`src/rtl/mem_stage_pkg.sv`:
```
// Shared definitions for the memory stage: default widths, timeout
// budget and the access FSM state encoding.
package mem_stage_pkg;

    localparam int DEF_DMEM_ADDR_WIDTH   = 12;
    localparam int DEF_DMEM_WORD_WIDTH   = 16;
    localparam int DEF_IALU_WORD_WIDTH   = 16;
    localparam int DEF_PC_WIDTH          = 12;
    localparam int DEF_PMEM_WORD_WIDTH   = 16;
    localparam int DEF_REG_IDX_WIDTH     = 4;
    localparam int DEF_TIMEOUT_CYCLES    = 15;
    localparam int DEF_TIMEOUT_CNT_WIDTH = 4;
    localparam int PC_INCREMENT          = 1;

    // IDLE: a new instruction sits in the input registers.
    // WAIT: a DMEM request is outstanding and the pipe is frozen.
    typedef enum logic {
        ST_IDLE = 1'b0,
        ST_WAIT = 1'b1
    } mem_state_e;

endpackage

```
`src/rtl/mem_wait_timer.sv`:
```
// Wait-cycle counter for an outstanding DMEM request. Clear has priority
// over enable; o_terminal flags that the timeout budget is used up.
module mem_wait_timer
    import mem_stage_pkg::*;
#(
    parameter int TIMEOUT_CYCLES = DEF_TIMEOUT_CYCLES,
    parameter int CNT_WIDTH      = DEF_TIMEOUT_CNT_WIDTH
) (
    input  logic clock,
    input  logic reset,
    input  logic i_clear,
    input  logic i_enable,
    output logic o_terminal
);

    logic [CNT_WIDTH-1:0] r_count;

    // Count wait cycles; cleared whenever no request is pending.
    // NOTE: sequential state uses non-blocking assignments so every flop
    // samples pre-edge values, independent of block evaluation order.
    always_ff @(posedge clock or posedge reset) begin
        if (reset) begin
            r_count <= '0;
        end else if (i_clear) begin
            r_count <= '0;
        end else if (i_enable) begin
            r_count <= r_count + CNT_WIDTH'(1);
        end
    end

    assign o_terminal = (r_count == CNT_WIDTH'(TIMEOUT_CYCLES));

endmodule

```
`src/rtl/mem_stage.sv`:
```
// Memory pipeline stage: registers the EX outputs, runs the DMEM req/ack
// access, stalls upstream while waiting, aborts after a timeout and hands a
// registered register-file write to write-back.
// Optional load-data bypass to DC is enabled by defining MEM_LOAD_FWD_EN.
module mem_stage
    import mem_stage_pkg::*;
#(
    parameter int DMEM_ADDR_WIDTH   = DEF_DMEM_ADDR_WIDTH,
    parameter int DMEM_WORD_WIDTH   = DEF_DMEM_WORD_WIDTH,
    parameter int IALU_WORD_WIDTH   = DEF_IALU_WORD_WIDTH,
    parameter int PC_WIDTH          = DEF_PC_WIDTH,
    parameter int PMEM_WORD_WIDTH   = DEF_PMEM_WORD_WIDTH,
    parameter int REG_IDX_WIDTH     = DEF_REG_IDX_WIDTH,
    parameter int TIMEOUT_CYCLES    = DEF_TIMEOUT_CYCLES,
    parameter int TIMEOUT_CNT_WIDTH = DEF_TIMEOUT_CNT_WIDTH
) (
    input  logic                       clock,
    input  logic                       reset,
    input  logic                       in_act_load_dmem,
    input  logic                       in_act_store_dmem,
    input  logic                       in_act_write_res_to_reg,
    input  logic [DMEM_ADDR_WIDTH-1:0] in_dmem_rd_addr,
    input  logic [DMEM_ADDR_WIDTH-1:0] in_dmem_wr_addr,
    input  logic [DMEM_WORD_WIDTH-1:0] in_dmem_wr_word,
    input  logic [PMEM_WORD_WIDTH-1:0] in_instr,
    input  logic [PC_WIDTH-1:0]        in_pc,
    input  logic [IALU_WORD_WIDTH-1:0] in_res,
    input  logic [REG_IDX_WIDTH-1:0]   in_res_reg_idx,
    input  logic                       in_dmem_ack,
    input  logic [DMEM_WORD_WIDTH-1:0] in_dmem_rdata,
    output logic                       out_dmem_req,
    output logic                       out_dmem_we,
    output logic [DMEM_ADDR_WIDTH-1:0] out_dmem_addr,
    output logic [DMEM_WORD_WIDTH-1:0] out_dmem_wdata,
    output logic                       out_stall,
    output logic                       out_bus_err,
    output logic                       out_reg_wr_en,
    output logic [REG_IDX_WIDTH-1:0]   out_reg_wr_idx,
    output logic [IALU_WORD_WIDTH-1:0] out_reg_wr_data,
    output logic [PMEM_WORD_WIDTH-1:0] out_instr,
    output logic [PC_WIDTH-1:0]        out_pc,
    output logic                       out_fwd_valid,
    output logic [REG_IDX_WIDTH-1:0]   out_fwd_idx,
    output logic [IALU_WORD_WIDTH-1:0] out_fwd_data
);

    // Input registers (the instruction currently owned by this stage).
    logic                       r_load;
    logic                       r_store;
    logic                       r_write_res;
    logic [DMEM_ADDR_WIDTH-1:0] r_rd_addr;
    logic [DMEM_ADDR_WIDTH-1:0] r_wr_addr;
    logic [DMEM_WORD_WIDTH-1:0] r_wr_word;
    logic [PMEM_WORD_WIDTH-1:0] r_instr;
    logic [PC_WIDTH-1:0]        r_pc;
    logic [IALU_WORD_WIDTH-1:0] r_res;
    logic [REG_IDX_WIDTH-1:0]   r_res_reg_idx;

    mem_state_e r_state;
    mem_state_e w_state_next;

    logic w_store;
    logic w_load;
    logic w_access;
    logic w_req;
    logic w_stall;
    logic w_abort;
    logic w_tmr_clear;
    logic w_tmr_en;
    logic w_tmr_terminal;

    // A simultaneous load and store resolves to the store.
    assign w_store  = r_store;
    assign w_load   = r_load & ~r_store;
    assign w_access = w_store | w_load;

    assign w_req = ((r_state == ST_IDLE) && w_access) || (r_state == ST_WAIT);

    assign out_dmem_req   = w_req;
    assign out_dmem_we    = w_req & w_store;
    assign out_dmem_addr  = w_req ? (w_store ? r_wr_addr : r_rd_addr) : '0;
    assign out_dmem_wdata = (w_req && w_store) ? r_wr_word : '0;
    assign out_stall      = w_stall;

    mem_wait_timer #(
        .TIMEOUT_CYCLES (TIMEOUT_CYCLES),
        .CNT_WIDTH      (TIMEOUT_CNT_WIDTH)
    ) u_wait_timer (
        .clock      (clock),
        .reset      (reset),
        .i_clear    (w_tmr_clear),
        .i_enable   (w_tmr_en),
        .o_terminal (w_tmr_terminal)
    );

    // Next state, stall, abort and timer control for the access FSM.
    // NOTE: every signal gets a default before the case so no path can
    // leave one unassigned and infer a latch.
    always_comb begin
        w_state_next = r_state;
        w_stall      = 1'b0;
        w_abort      = 1'b0;
        w_tmr_clear  = 1'b0;
        w_tmr_en     = 1'b0;
        case (r_state)
            ST_IDLE: begin
                if (w_access && !in_dmem_ack) begin
                    w_state_next = ST_WAIT;
                    w_stall      = 1'b1;
                    w_tmr_en     = 1'b1;
                end else begin
                    w_tmr_clear  = 1'b1;
                end
            end
            ST_WAIT: begin
                if (in_dmem_ack) begin
                    w_state_next = ST_IDLE;
                    w_tmr_clear  = 1'b1;
                end else if (w_tmr_terminal) begin
                    w_state_next = ST_IDLE;
                    w_abort      = 1'b1;
                    w_tmr_clear  = 1'b1;
                end else begin
                    w_stall      = 1'b1;
                    w_tmr_en     = 1'b1;
                end
            end
            default: begin
                w_state_next = ST_IDLE;
                w_tmr_clear  = 1'b1;
            end
        endcase
    end

    // FSM state register.
    always_ff @(posedge clock or posedge reset) begin
        if (reset) begin
            r_state <= ST_IDLE;
        end else begin
            r_state <= w_state_next;
        end
    end

    // Capture the EX outputs whenever the pipe advances; hold during a stall.
    // NOTE: these are plain registers, not a memory array, so all of them
    // take the reset and the stage starts from a clean bubble.
    always_ff @(posedge clock or posedge reset) begin
        if (reset) begin
            r_load        <= 1'b0;
            r_store       <= 1'b0;
            r_write_res   <= 1'b0;
            r_rd_addr     <= '0;
            r_wr_addr     <= '0;
            r_wr_word     <= '0;
            r_instr       <= '0;
            r_pc          <= '0;
            r_res         <= '0;
            r_res_reg_idx <= '0;
        end else if (!w_stall) begin
            r_load        <= in_act_load_dmem;
            r_store       <= in_act_store_dmem;
            r_write_res   <= in_act_write_res_to_reg;
            r_rd_addr     <= in_dmem_rd_addr;
            r_wr_addr     <= in_dmem_wr_addr;
            r_wr_word     <= in_dmem_wr_word;
            r_instr       <= in_instr;
            r_pc          <= in_pc;
            r_res         <= in_res;
            r_res_reg_idx <= in_res_reg_idx;
        end
    end

    // Sticky bus-error flag, set by a timeout abort, cleared only by reset.
    always_ff @(posedge clock or posedge reset) begin
        if (reset) begin
            out_bus_err <= 1'b0;
        end else if (w_abort) begin
            out_bus_err <= 1'b1;
        end
    end

    // Write-back register: retire the instruction on completion, bubble while stalled.
    always_ff @(posedge clock or posedge reset) begin
        if (reset) begin
            out_reg_wr_en   <= 1'b0;
            out_reg_wr_idx  <= '0;
            out_reg_wr_data <= '0;
            out_instr       <= '0;
            out_pc          <= '0;
        end else if (w_stall) begin
            out_reg_wr_en   <= 1'b0;
            out_reg_wr_idx  <= '0;
            out_reg_wr_data <= '0;
            out_instr       <= '0;
            out_pc          <= '0;
        end else begin
            out_reg_wr_en   <= r_write_res & ~(w_abort & w_load);
            out_reg_wr_idx  <= r_res_reg_idx;
            out_reg_wr_data <= w_load ? in_dmem_rdata : r_res;
            out_instr       <= r_instr;
            out_pc          <= r_pc;
        end
    end

`ifdef MEM_LOAD_FWD_EN
    // A load with write-back is acknowledged this cycle: hand its data to DC
    // one cycle before it reaches the register file. An ack in WAIT always
    // wins over the timeout, so an acked load is never an aborted one.
    assign out_fwd_valid = w_load & r_write_res & in_dmem_ack;
    assign out_fwd_idx   = out_fwd_valid ? r_res_reg_idx : '0;
    assign out_fwd_data  = out_fwd_valid ? in_dmem_rdata : '0;
`else
    assign out_fwd_valid = 1'b0;
    assign out_fwd_idx   = '0;
    assign out_fwd_data  = '0;
`endif

endmodule

```
`config.mk`:
```
export PLATFORM = sky130hd
export DESIGN_NAME = mem_stage
export DESIGN_NICKNAME = d
export VERILOG_FILES = /design/src/rtl/mem_stage_pkg.sv /design/src/rtl/mem_wait_timer.sv /design/src/rtl/mem_stage.sv
export SDC_FILE = /design/constraint.sdc
export NUM_CORES = 1
export LEC_CHECK = 0
export BUFFER_PORTS_ARGS = -buffer_cell sky130_fd_sc_hd__buf_2
export CAP_MARGIN = 5
export CORE_MARGIN = 3
export CORE_UTILIZATION = 49
export CTS_CLUSTER_DIAMETER = 150
export DETAILED_ROUTE_END_ITERATION = 6
export PLACE_DENSITY = 0.89
export SETUP_SLACK_MARGIN = 0.2
export SYNTH_ARGS = -nofsm -noshare
export SYNTH_HDL_FRONTEND = slang
export SYNTH_HIERARCHICAL = 1
export SYNTH_SLANG_ARGS = --single-unit
```
`constraint.sdc`:
```
create_clock -name clock -period 6.08 [get_ports clock]
set_input_delay 0.912 -clock clock [delete_from_list [all_inputs] [get_ports clock]]
set_output_delay 0.912 -clock clock [all_outputs]
set_load 0.05 [all_outputs]
```
Word-level counts from Yosys, hierarchy flattened

Index checks and enable logic that the tools add are counted.

Add/sub/neg operators: 1
Equality and inequality tests: 1
Mux-type cells: 21
Bitwise gates (word level): 8
Reductions and logical operators: 6

Operators with widths:

| cell                                         | count |
|---|---|
| 2-to-1 mux 16 bit                            | 4 |
| 2-to-1 mux 12 bit                            | 3 |
| 2-to-1 mux 4 bit                             | 3 |
| 2-to-1 mux 1 bit                             | 9 |
| adder 4 x 1 -> 4 bit (second input constant) | 1 |
| bitwise AND 1 bit                            | 4 |
| equality test 4 bit (second input constant)  | 1 |
| one-hot mux 1 bit (2 select lines)           | 2 |
| logical AND 1 bit                            | 3 |
| inverter 1 bit                               | 3 |
| nonzero test 2 bit                           | 1 |
| zero test 1 bit                              | 1 |
| logical OR 1 bit                             | 1 |
| bitwise OR 1 bit                             | 1 |

Register bits: 146
Output and inout bits: 102
Word-level logic and storage cells: 55

Logic depth before layout (Yosys ltp)

Gate-level depths: netlist of run 1.

Depth after elaboration: 8
Depth in mapped cells: 10

By module

Netlist of run 1, hierarchy kept.

By module, submodules not included:

| module         | times used | cells an instance | area each (um^2) |
|---|---|---|---|
| mem_stage      | 1          | 402               | 5602.9 |
| mem_wait_timer | 1          | 18                | 202.7 |

Worst setup path after synthesis of run 1

OpenSTA, ideal clock, no wires.

Kind: input to output
Start: in in_dmem_ack
End: out out_stall
Arrival: 1907 ps
Path slack: 3261 ps
Cell stages on the path: 6
Path through: a21oi_1 nand2_2 inv_2 buf_6 buf_6 buf_2

Word-level cells in the longest chain between the ends: 4

RTL lines:

| element                                | line             | RTL |
|---|---|---|
| start: declaration                     | mem_stage.sv:29  | `input logic in_dmem_ack,` |
| zero test 1 bit                        | mem_stage.sv:107 | `if (w_access && !in_dmem_ack) begin` |
| logical AND 1 bit                      | mem_stage.sv:107 |  |
| 2-to-1 mux 1 bit                       | mem_stage.sv:107 |  |
| one-hot mux 1 bit (2 select lines) (*) | mem_stage.sv:105 | `case (r_state)` |
| end: declaration                       | mem_stage.sv:35  | `output logic out_stall,` |

Mark *: on every way between the ends. The rest lies on a longest branch, timed or not.

Worst setup path in the final report of run 1

Start: reg r_store
End: out out_dmem_addr[5]

Word-level cells in the longest chain between the ends: 6

RTL lines:

| element                  | line             | RTL |
|---|---|---|
| start: declaration       | mem_stage.sv:49  | `logic r_store;` |
| start signal: assignment | mem_stage.sv:161 | `r_store <= in_act_store_dmem;` |
| inverter 1 bit           | mem_stage.sv:74  | `assign w_load = r_load & ~r_store;` |
| bitwise AND 1 bit        | mem_stage.sv:74  |  |
| bitwise OR 1 bit         | mem_stage.sv:75  | `assign w_access = w_store \| w_load;` |
| logical AND 1 bit        | mem_stage.sv:77  | `assign w_req = ((r_state == ST_IDLE) && w_access) \|\| (r_state == ST_WAIT);` |
| logical OR 1 bit         | mem_stage.sv:77  |  |
| 2-to-1 mux 12 bit (*)    | mem_stage.sv:81  | `assign out_dmem_addr = w_req ? (w_store ? r_wr_addr : r_rd_addr) : '0;` |
| end: declaration         | mem_stage.sv:33  | `output logic [DMEM_ADDR_WIDTH-1:0] out_dmem_addr,` |

Marked as above.

==> results of run 1 <==
## cell families (layout without fill, tap and decap cells)
| kind of cell | after synthesis | count (layout) | share of synthesized area |
|---|---|---|---|
| compound gates | 36 | 36 | 0.0412 |
| xor+xnor | 1 | 1 | 0.00151 |
| mux | 92 | 92 | 0.185 |
| other cells | 1 | 21 | 0.000646 |
| simple gates | 95 | 95 | 0.0871 |
| flops | 146 | 146 | 0.629 |
| buf+inv | 48 | 228 | 0.0528 |
| fa+ha+maj | 1 | 1 | 0.00215 |
## layer usage
metal / share of wire / vias up / global-route usage
met5: 0 / - / 0
met4: 0.028 / 0 / 0.100
met3: 0.060 / 29 / 0.0558
met2: 0.52 / 135 / 0.319
met1: 0.39 / 1858 / 0.225
li1: - / 1738 / -
## worst max-delay path, stage by stage, from the launching register on
cell     delay, ns
dfrtp_1       0.73
nor2_1        0.77
a22o_1        0.24
buf_2         0.26
## path summary, 6_finish.rpt
path,start,endpoint,slack (ns),cells past startpoint
max in group asynchronous,reset,r_pc[10],4.26,3
hold / removal,reset,u_wait_timer/r_count[3],0.43,2
setup / recovery,r_store,out_dmem_addr[5],2.75,3
min in group clock,r_instr[2],out_instr[2],0.48,1
hold reg to reg,r_instr[2],out_instr[2],0.48,1
setup reg to reg,r_store,u_wait_timer/r_count[3],3.37,6
## layout make-up
type,instances,area [µm²],share of cell area
inverters,3,16.3,0.00221
multi-input cells,246,1930,0.262
well taps,143,179,0.0243
clock buffers,25,515,0.0700
repair buffers,193,973,0.132
clock inverters,7,96.3,0.0131
flip-flops and latches,146,3650,0.496
## power groups by stage
| stage | clock network, mW | registers (mW) | logic [mW] |
|---|---|---|---|
| final | 1.05 | 1.15 | 0.637 |
| after global routing | 1.12 | 1.17 | 0.676 |
| after CTS | 1.07 | 1.15 | 0.644 |
| after detailed placement | 0 | 1.17 | 0.641 |
| after global placement | 0 | 1.16 | 0.626 |
| after floorplan | 0 | 1.30 | 0.364 |
## synthesized netlist by cell type, types with 2 or more instances
| library cell | number |
|---|---|
| a21oi_1 | 19 |
| a22o_1 | 13 |
| and2_1 | 48 |
| buf_2 | 5 |
| buf_4 | 26 |
| buf_6 | 3 |
| clkbuf_1 | 11 |
| dfrtp_1 | 146 |
| inv_1 | 2 |
| mux2_1 | 2 |
| mux2_2 | 78 |
| mux2_4 | 11 |
| nand2_1 | 33 |
| nor2_1 | 5 |
| nor2b_1 | 2 |
## sequential cells by signal, indices dropped and copies added (netlist names), 4 cells and up
name	flops
r_rd_addr	12
u_wait_timer/r_count	4
r_res_reg_idx	4
r_wr_word	16
out_reg_wr_data	16
out_reg_wr_idx	4
r_instr	16
r_pc	12
r_res	16
out_pc	12
r_wr_addr	12
out_instr	16
## stage by stage
stage / area (µm²) / power [mW] / hold WS (ns)
after floorplan: 5880 / 1.66 / 0.449
after global placement: 6750 / 1.79 / 0.456
after detailed placement: 6750 / 1.81 / 0.469
after CTS: 7360 / 2.87 / 0.416
after global routing: 7360 / 2.96 / 0.419
final: 7360 / 2.84 / 0.430
==> flow_summary.yaml, run 1 <==
sta:
  hold_viol: 0
  period_share: 0.548
  drv_slew: 0
  slew_headroom: 0.372
  rsz0062_at_grt: "false"
  fin_tns_setup_ns: 0
  period_minus_slack_ns: 3.33
  worst_slack_ns: 2.75
  worstMarginPinSlew_ns: 0.941
  setup-violations-final: 0
  fmax_ghz: 0.300
  fin_skew_ns: 0.0109
place:
  post-place-ws_ns: 3.25
  post-place-cells: 731
  dp_hpwl_um: 8620
  gp_congestion: 0.830
  io_buffers: 190
floorplanning:
  initial_core_util: 0.504
  ios: 212
  die_h_um: 115
  dieWidth_um: 115
  core_area_um2: 11500
  die-area_um2: 13200
  rows: 39
synth:
  synth_top_area_share: 0.629
  synth_edf_count: 0
  yosys_warnings: 6
  netlist_instances: 420
  ys.flop_type: "dfrtp_1"
  avgSynthCellArea_um2: 13.8
  ys_seq_area_frac: 0.629
  synth_seq_cells: 146
  synth_area_leaders: "dfrtp_1, mux2_2, and2_1"
  synthesis.area_um2: 5810
  async_reset_ff_frac: 1.00
  synth_largest_area_cell: "dfrtp_1"
  yosysUniqueCellTypes: 31
global_routing:
  grt_overflow: 0
  antenna_found_initial: 0
  grt_pass1_wl_um: 19600
  grt_pass1_vias: 3975
  grt_max_degree: 88
  track_usage: 0.191
cells_and_area:
  drive_gt1_frac: 0.515
  area_delta_synth_final_pct: 26.8
  fillCellCount: 852
  final_cells: 763
  final_common_cell: "buf_2"
  nets: 718
  final_cell_mix: "buf_2, dfrtp_1, mux2_2"
  fin_util: 0.639
  diodes: 0
clock_network:
  cts_tree: "done"
  cts.clk_slew.worst_paths_ns: 0.06
  clock_latency_ns: 0.41
  clockBufferDepth: 2
  cts_hold_buf: 0
  clock-sinks: 146
  root_buffer: "clkbuf_16"
  post_cts_buffers: 0
  numCtsBuffers: 17
  h-tree-depth: 4
  cts_resized: 0
critical_path:
  cp_max_fo: 35
  start_kind: "register"
  worstSetupPathType: "register to output pin"
  cp-end-kind: "output pin"
  cp.required_ns: 5.17
  worstPathArrival_ns: 2.42
route:
  drc: 0
  wl_per_cell_um: 16.1
  final_antenna_net_count: 0
  num_vias: 3760
  dr.pass1.iters: 4
  drt-total-wl_um: 12300
  vias_per_cell: 4.93
  dr.first_iter.drc_count: 219
pwr:
  clock_power_share: 0.370
  powerDensity_nw_per_um2: 386
  power_frac_seq: 0.406
  ir_drop_mv: 0.218
  p_sw_mw: 0.881
  switching_share: 0.310
  cellInternalPower_mw: 1.96
  p_leak_nw: 3.70
  power_frac_comb: 0.224
run_status:
  status: "finished clean"
job:
  max_cap_viol_count: 0
worst_hold_path:
  worst_hold_path_type: "input pin to asynchronous set/reset pin"
Power figures use the tool's default switching activity.
==> run 2: changes to the inputs <==
--- a/config.mk
+++ b/config.mk
@@ -5,13 +5,14 @@
 export SDC_FILE = /design/constraint.sdc
 export NUM_CORES = 1
 export LEC_CHECK = 0
+export ABC_AREA = 1
 export BUFFER_PORTS_ARGS = -buffer_cell sky130_fd_sc_hd__buf_2
 export CAP_MARGIN = 5
 export CORE_MARGIN = 3
-export CORE_UTILIZATION = 49
+export CORE_UTILIZATION = 46
 export CTS_CLUSTER_DIAMETER = 150
 export DETAILED_ROUTE_END_ITERATION = 6
-export PLACE_DENSITY = 0.89
+export PLACE_DENSITY = 0.87
 export SETUP_SLACK_MARGIN = 0.2
 export SYNTH_ARGS = -nofsm -noshare
 export SYNTH_HDL_FRONTEND = slang
==> constraint.sdc (replaced) <==
create_clock -name clock -period 2.8 [get_ports clock]
set_input_delay 0.42 -clock clock [delete_from_list [all_inputs] [get_ports clock]]
set_output_delay 0.42 -clock clock [all_outputs]
set_load 0.05 [all_outputs]
==> flow_summary.yaml, run 2 <==
floorplanning:
  die_h_um: 123
  rows: 42
  initial_core_util: 0.474
  core_area_um2: 13300
  die-area_um2: 15200
  ios: 212
  dieWidth_um: 123
synth:
  async_reset_ff_frac: 1.00
  synth_top_area_share: 0.578
  avgSynthCellArea_um2: 8.31
  synth_edf_count: 0
  synth_common_cells: "nand2_1, dfrtp_1, nand3_1"
  ys_seq_area_frac: 0.578
  synth_largest_area_cell: "dfrtp_1"
  yosys_warnings: 6
  synthesis.area_um2: 6330
  yosysUniqueCellTypes: 21
  ys.flop_type: "dfrtp_1"
  yosysMostFrequentCell: "nand2_1"
  synth_area_leaders: "dfrtp_1, nand2_1, nand3_1"
  synth_seq_cells: 146
  netlist_instances: 761
place:
  gp_congestion: 0.817
  io_buffers: 190
  post-place-ws_ns: 0.767
  dp_hpwl_um: 9960
  post-place-cells: 1092
clock_network:
  clock-sinks: 146
  cts.clk_slew.worst_paths_ns: 0.06
  cts_resized: 0
  clockBufferDepth: 2
  h-tree-depth: 4
  root_buffer: "clkbuf_16"
  cts_tree: "done"
  numCtsBuffers: 17
  clock_latency_ns: 0.41
sta:
  period_minus_slack_ns: 2.43
  holdWs_ns: 0.197
  slew_headroom: 0.467
  setup-violations-final: 0
  rsz0062_at_grt: "false"
  worst_slack_ns: 0.373
  fin_skew_ns: 0.00623
  period_share: 0.867
  worstMarginPinSlew_ns: 0.800
  fmax_ghz: 0.412
  hold_viol: 0
  drv_slew: 0
  fin_tns_setup_ns: 0
route:
  wl_per_cell_um: 13.1
  dr.first_iter.drc_count: 356
  final_antenna_net_count: 0
  vias_per_cell: 4.70
  num_vias: 5288
  drc: 0
  dr.pass1.iters: 7
  drt-total-wl_um: 14800
global_routing:
  grt_max_degree: 77
  grt_pass1_wl_um: 23500
  grt_pass1_vias: 4906
  grt_overflow: 0
  track_usage: 0.197
  antenna_found_initial: 0
cells_and_area:
  diodes: 0
  nets: 1047
  final_cell_mix: "nand2_1, buf_2, dfrtp_1"
  final_common_cell: "nand2_1"
  drive_gt1_frac: 0.254
  area_delta_synth_final_pct: 23.8
  final_cells: 1125
worst_hold_path:
  worst_hold_path_type: "input pin to register"
critical_path:
  cp_max_fo: 31
  path_cells: "buf_4 -> inv_1 -> nand2_1 -> nand2_1 -> nand2_1 -> inv_1 -> buf_2"
  cp-end-kind: "output pin"
  crit_family: "buffers and inverters"
  cp_slowest_stage_delay_ns: 0.40
  cp.required_ns: 2.38
  worstPathArrival_ns: 2.01
  cp_slowest_cell: "dfrtp_1"
  worst_path_most_repeated_cell: "nand2_1"
  critPathBufInv: 4
  worstSetupPathType: "register to output pin"
  start_kind: "register"
run_status:
  status: "finished clean"
pwr:
  powerDensity_nw_per_um2: 786
  p_leak_nw: 4.79
  ir_drop_mv: 0.384
  power.total_mw: 6.15
job:
  max_cap_viol_count: 0
## run 2: path summary, 6_finish.rpt
| path | start | to | slack (ns) | cells past startpoint |
|---|---|---|---|---|
| max in group asynchronous | reset | out_reg_wr_idx[3] | 1.37 | 4 |
| max reg2reg | r_state | r_rd_addr[5] | 0.75 | 6 |
| min in group asynchronous | reset | u_wait_timer/r_count[3] | 0.51 | 3 |
| max | r_store | out_dmem_addr[6] | 0.37 | 7 |
| min | in_dmem_rd_addr[1] | r_rd_addr[1] | 0.20 | 3 |
| min reg2reg | r_pc[7] | out_pc[7] | 0.49 | 2 |
## run 2: power breakdown
group | total (mW) | switching (mW) | leakage (nW) | internal (mW)
Clock | 2.11 | 0.866 | 0.259 | 1.25
Sequential | 2.51 | 0.129 | 1.81 | 2.38
Combinational | 1.53 | 1.17 | 2.72 | 0.369
Total | 6.15 | 2.16 | 4.79 | 3.99
## run 2: worst register-to-register path, cell delays in order, from the launching register on
cell and delay [ns]:
dfrtp_1 0.42, inv_1 0.19, nand2_4 0.37, nand2_4 0.25
buf_4 0.51, nand2_1 0.16, nand2_1 0.09
## run 2: cell families (layout without fill, tap and decap cells)
family	count (synthesis)	count (layout)	share of synthesized area
and+or+nand+nor	458	458	0.298
AOI/OAI and AO/OA	5	5	0.00514
DFF	146	146	0.578
buffers and inverters	150	318	0.117
adders and majority gates	1	1	0.00198
other	1	21	0.000593
## run 2: repair_timing
item,4_1_cts,5_1_grt
hold buffers,1,0
setup buffers,0,0
hold endpoints to repair,4,0
## run 2: stage by stage
stage | utilization | instance area, µm²
global route | 0.587 | 7830
detailed placement | 0.544 | 7270
floorplan | - | 6400
finish | 0.587 | 7830
CTS | 0.587 | 7830
global placement | 0.544 | 7270
## run 2: cell type report
type	instances	area, µm²
Fill cell	1192	5520
Sequential cell	146	3650
Inverter	84	319
Multi-Input combinational cell	485	2030
Clock inverter	12	109
Timing Repair Buffer	202	1060
Tap cell	176	220
Clock buffer	20	447
## run 2: metal layers
metal | global-route usage | routed length [µm] | vias to the layer above
li1 | - | - | 2602
met1 | 0.253 | 6100 | 2470
met2 | 0.329 | 7460 | 192
met3 | 0.0435 | 943 | 24
met4 | 0.0706 | 267 | 0
met5 | 0 | 0 | -
